<file path="src/rtl/task_dag_scheduler.sv">
// Dependency-driven task issuer: launches each enabled task once all of its
// predecessors are DONE, with an in-flight cap, abort and deadlock detection.
module task_dag_scheduler #(
  parameter int unsigned NUM_TASKS    = 8,
  parameter int unsigned MAX_INFLIGHT = 4,
  parameter int unsigned CNT_W        = $clog2(NUM_TASKS + 1)
) (
  input  logic                           clk,
  input  logic                           rst,
  input  logic                           run_start,
  input  logic                           abort,
  input  logic [NUM_TASKS*NUM_TASKS-1:0] dep_matrix,
  input  logic [NUM_TASKS-1:0]           task_en,
  output logic [NUM_TASKS-1:0]           task_req,
  input  logic [NUM_TASKS-1:0]           task_ack,
  input  logic [NUM_TASKS-1:0]           task_done,
  output logic                           busy,
  output logic                           run_done,
  output logic                           run_error,
  output logic [CNT_W-1:0]               inflight,
  output logic [2*NUM_TASKS-1:0]         task_state
);

  localparam int unsigned DEP_W = NUM_TASKS * NUM_TASKS;

  typedef enum logic [1:0] {
    S_IDLE   = 2'd0,
    S_RUN    = 2'd1,
    S_FINISH = 2'd2
  } state_t;

  localparam logic [1:0] T_WAIT    = 2'd0;
  localparam logic [1:0] T_ISSUED  = 2'd1;
  localparam logic [1:0] T_RUNNING = 2'd2;
  localparam logic [1:0] T_DONE    = 2'd3;

  state_t                          state_q, state_d;
  logic [NUM_TASKS-1:0][1:0]       ts_q, ts_d;
  logic [DEP_W-1:0]                deps_q, deps_d;
  logic [NUM_TASKS-1:0]            req_q, req_d;
  logic [CNT_W-1:0]                inflight_q, inflight_d;
  logic                            busy_q, busy_d;
  logic                            run_done_q, run_done_d;
  logic                            run_error_q, run_error_d;

  logic [NUM_TASKS-1:0]            elig;
  logic                            all_done_cur;
  logic                            all_done_nxt;
  logic                            issue;
  logic [CNT_W-1:0]                n_done;

  // Eligibility: WAIT and every predecessor DONE; a self-edge can never resolve.
  always_comb begin
    elig         = '0;
    all_done_cur = 1'b1;
    for (int i = 0; i < NUM_TASKS; i++) begin
      if (ts_q[i] != T_DONE) all_done_cur = 1'b0;
      elig[i] = (ts_q[i] == T_WAIT);
      for (int j = 0; j < NUM_TASKS; j++) begin
        if (deps_q[i*NUM_TASKS + j] && ((i == j) || (ts_q[j] != T_DONE)))
          elig[i] = 1'b0;
      end
    end
  end

  // Next-state and output logic.
  always_comb begin
    state_d      = state_q;
    ts_d         = ts_q;
    deps_d       = deps_q;
    req_d        = req_q;
    inflight_d   = inflight_q;
    run_done_d   = 1'b0;
    run_error_d  = 1'b0;
    issue        = 1'b0;
    n_done       = '0;
    all_done_nxt = 1'b0;

    case (state_q)
      S_IDLE: begin
        if (run_start) begin
          state_d    = S_RUN;
          deps_d     = dep_matrix;
          req_d      = '0;
          inflight_d = '0;
          for (int i = 0; i < NUM_TASKS; i++)
            ts_d[i] = task_en[i] ? T_WAIT : T_DONE;
        end
      end

      S_RUN: begin
        if (abort) begin
          state_d    = S_IDLE;
          ts_d       = '0;
          req_d      = '0;
          inflight_d = '0;
        end else begin
          // Ack wins over a same-edge done for an ISSUED task.
          for (int i = 0; i < NUM_TASKS; i++) begin
            if (ts_q[i] == T_ISSUED && task_ack[i]) begin
              ts_d[i]  = T_RUNNING;
              req_d[i] = 1'b0;
            end else if (ts_q[i] == T_RUNNING && task_done[i]) begin
              ts_d[i] = T_DONE;
              n_done  = n_done + CNT_W'(1);
            end
          end

          // Lowest-index eligible task is issued, one per cycle, under the cap.
          if (inflight_q < CNT_W'(MAX_INFLIGHT)) begin
            for (int i = 0; i < NUM_TASKS; i++) begin
              if (!issue && elig[i]) begin
                ts_d[i]  = T_ISSUED;
                req_d[i] = 1'b1;
                issue    = 1'b1;
              end
            end
          end

          inflight_d = inflight_q + CNT_W'(issue) - n_done;

          all_done_nxt = 1'b1;
          for (int i = 0; i < NUM_TASKS; i++)
            if (ts_d[i] != T_DONE) all_done_nxt = 1'b0;

          if (all_done_nxt) begin
            state_d    = S_FINISH;
            run_done_d = 1'b1;
          end else if (inflight_q == '0 && elig == '0 && !all_done_cur) begin
            state_d     = S_IDLE;
            run_error_d = 1'b1;
            req_d       = '0;
          end
        end
      end

      S_FINISH: begin
        state_d = S_IDLE;
      end

      default: begin
        state_d = S_IDLE;
      end
    endcase

    busy_d = (state_d != S_IDLE);
  end

  always_ff @(posedge clk) begin
    if (rst) begin
      state_q     <= S_IDLE;
      ts_q        <= '0;
      deps_q      <= '0;
      req_q       <= '0;
      inflight_q  <= '0;
      busy_q      <= 1'b0;
      run_done_q  <= 1'b0;
      run_error_q <= 1'b0;
    end else begin
      state_q     <= state_d;
      ts_q        <= ts_d;
      deps_q      <= deps_d;
      req_q       <= req_d;
      inflight_q  <= inflight_d;
      busy_q      <= busy_d;
      run_done_q  <= run_done_d;
      run_error_q <= run_error_d;
    end
  end

  assign task_req   = req_q;
  assign busy       = busy_q;
  assign run_done   = run_done_q;
  assign run_error  = run_error_q;
  assign inflight   = inflight_q;
  assign task_state = ts_q;

endmodule

</file>
<file path="config.mk">
export PLATFORM = sky130hd
export DESIGN_NAME = task_dag_scheduler
export DESIGN_NICKNAME = d
export VERILOG_FILES = /design/src/rtl/task_dag_scheduler.sv
export SDC_FILE = /design/constraint.sdc
export NUM_CORES = 1
export LEC_CHECK = 0
export CORE_ASPECT_RATIO = 0.8
export CORE_MARGIN = 3
export CORE_UTILIZATION = 50
export CTS_CLUSTER_SIZE = 25
export DETAILED_ROUTE_END_ITERATION = 16
export GPL_TIMING_DRIVEN = 0
export PLACE_DENSITY = 0.81
export SLEW_MARGIN = 25
export SYNTH_ARGS = -nofsm -noshare
export SYNTH_HDL_FRONTEND = slang
export SYNTH_SLANG_ARGS = --single-unit
</file>
<file path="constraint.sdc">
create_clock -name clk -period 8.5 [get_ports clk]
set_input_delay 2.125 -clock clk [delete_from_list [all_inputs] [get_ports clk]]
set_output_delay 2.125 -clock clk [all_outputs]
set_load 0.1 [all_outputs]
</file>
==> results by group <==
Global routing
  • Largest net degree at the start of global routing: 17
  • Number of global-route vias before repair: 5018
  • GRT Overall Usage: 0.311
  • First-pass GRT wire length: 27300 um
  • Initial antenna violation count: 0
  • GRT overflow: 0

Layout
  • Layout area overhead: 33.8%
  • Post-layout util: 0.691
  • Layout cells sized above 1: 0.0572
  • Nets: 869
  • Number of fill cells: 824
  • Final antenna diode count: 0

Floorplan
  • Core ar.: 9690 um2
  • Die Ht: 95.5 um
  • I/O Pins: 123
  • DIE AREA: 11300 um2
  • Initial core utilization: 0.517
  • Rows: 32
  • Die Width: 118 um

Routing
  • ANT nets after route: 0
  • DR pass1 iterations: 5
  • Iter 0 DRT Violations: 559
  • DRC: 0
  • Avg Vias per Cell: 6.02
  • Routed vias: 5445
  • Wire per inst: 19.6 um
  • Routed wire length: 17700 um

CTS
  • Number of CTS-inserted buffers: 9
  • CTS root buffer: clkbuf_16
  • Post-cts hold buffer count: 0
  • CTS tree: built
  • Clock Latency Late Sink: 350 ps
  • Clk sink count: 97
  • CTS max path bufs: 2
  • Clk slew on worst S/H paths: 70 ps
  • Post-CTS Setup Repair Bufs: 0
  • H-tree levels: 3
  • Post-CTS Resized: 0

Logic synthesis
  • EDFF count, synth: 0
  • Post-synth top area share: 0.388
  • Syn nets: 736
  • Prevailing post-synth register cell: dfxtp_1
  • Synth top cells by count: nand2_1 (161), dfxtp_1 (97), a21oi_1 (89), clkbuf_1 (26), nor2_1 (21)
  • Count of warnings emitted by yosys: 0
  • Count leader, synth: nand2_1
  • Post-synth cell types: 68
  • Post-synth ARST share: 0
  • Post-synthesis cell area: 5010 um2
  • Syn Inst Count: 631
  • Mapped Avg Cell Area: 7.93 um2
  • Post-synthesis register bit count: 97
  • Most area-consuming cells after synthesis: dfxtp_1 (39%), nand2_1 (12%), a21oi_1 (8.9%)
  • Register area share after synthesis: 0.388
  • Dominant cell type by area after synthesis: dfxtp_1

Worst setup path
  • Critical path arrival: 8260 ps
  • Crit path kind: input pin to register
  • WP data required: 8790 ps
  • Setup crit end kind: register
  • Slowest stage cell, crit path: clkdlybuf4s50_1
  • R2R Setup Slk: 2170 ps
  • Setup crit start kind: input pin
  • Worst Path Max Fanout: 4
  • Cell mode on critical path: ha_1
  • Critical path's largest stage delay: 510 ps

STA
  • Fin. Hold Viols: 0
  • Final Max Tran Viols: 0
  • F_max: 0.125 GHz
  • Clk_skew: 6.41 ps
  • Finish-stage setup viols: 0
  • Final min period: 7970 ps
  • Sum Neg Setup Slack: 0 ps
  • Worst Max-Slew Pin Slew: 986 ps
  • Relative slew slack: 0.341
  • Worst hold slack: 455 ps
  • Tcrit/Tclk final: 0.938
  • RSZ-0062 raised after global routing: false

Flow run
  • Max-Cap Viols: 0

Power
  • Worst vdd ir: 0.000115 V
  • Pwr dens: 183 nW/um2
  • Final Power: 1.23 mW
  • Pleak: 2.50 nW

Run status
  • Status: finished clean

Placement
  • HPWL Detailed: 13400 um
  • Buffers added on ports: 122
  • Routability cong.: 0.946

Worst hold path
  • Hold Path Class: register to register
-- state kept, by name (all words and copies together), names as in the netlist --
signal and count:
task_req 8, deps_q 64, busy 1, run_done 1, inflight 4, run_error 1
task_state 16, state_q 2
-- cell type report --
class / count / area [um2] / share of cell area
multi-input cells: 481 / 2850 / 0.425
clock inverters: 4 / 33.8 / 0.00504
repair buffers: 122 / 1220 / 0.182
flip-flops and latches: 97 / 1940 / 0.290
clock buffers: 12 / 267 / 0.0398
plain buffers: 42 / 176 / 0.0263
well taps: 136 / 170 / 0.0254
inverters: 11 / 41.3 / 0.00616
-- power breakdown --
part / internal [mW] / total [mW] / switching [mW]
combinational: 0.123 / 0.322 / 0.199
clock: 0.225 / 0.406 / 0.181
sequential: 0.480 / 0.501 / 0.0207
total: 0.829 / 1.23 / 0.400
-- through the flow --
stage          std cells  area (um2)  worst slack, ps
4_1_cts              905        6700              613
3_5_place_dp         889        6400              278
3_3_place_gp         889        6400              461
5_1_grt              905        6700              228
2_1_floorplan        631        5010             1280
6_report             905        6700              530
-- worst paths after layout --
check	start	endpoint	cells after the start
max	task_done[0]	inflight[3]	25
min	deps_q[18]	deps_q[18]	2
max reg2reg	task_state[1]	inflight[3]	24
min reg2reg	deps_q[18]	deps_q[18]	2
-- placed cells by master (no fill, tap or decap), types with 7 or more instances in the layout --
cell and instances:
nor2_1 21, inv_1 11, a21o_1 9, nand2_1 161, ha_1 12, nand3_1 10, a2111oi_0 8, o21ai_0 19
xnor2_1 7, clkdlybuf4s50_1 122, clkbuf_16 9, a21oi_1 89, clkbuf_1 26, nand4_1 9, a31oi_1 7, a21boi_0 13
dfxtp_1 97, xor2_1 7, buf_2 9, a22oi_1 15
-- worst max-delay path, delay by kind of cell --
family	cells	cell delay [ps]
adder cells (fa/ha/maj)	8	2370
multiplexers	4	1060
AO/OA/AOI/OAI	5	940
XOR/XNOR	4	800
buffers and inverters	1	510
AND/OR/NAND/NOR	3	460
-- logic make-up (layout without fill, tap and decap cells) --
| group | Yosys count | count (layout) | synth area share |
|---|---|---|---|
| xor gates and xnor gates | 18 | 18 | 0.0402 |
| and+or+nand+nor | 244 | 244 | 0.220 |
| buffers and inverters | 53 | 191 | 0.0435 |
| DFF | 97 | 97 | 0.388 |
| adders and majority gates | 13 | 13 | 0.0340 |
| muxes | 4 | 4 | 0.00875 |
| AOI/OAI and AO/OA | 202 | 202 | 0.266 |
-- per-layer routing --
metal | vias to the layer above | share of wire | global-route usage
li1 | 2516 | - | -
met1 | 2563 | 0.44 | 0.436
met2 | 330 | 0.44 | 0.475
met3 | 36 | 0.099 | 0.0718
met4 | 0 | 0.020 | 0.105
met5 | - | 0 | 0
(Power assumes the default switching activity.)
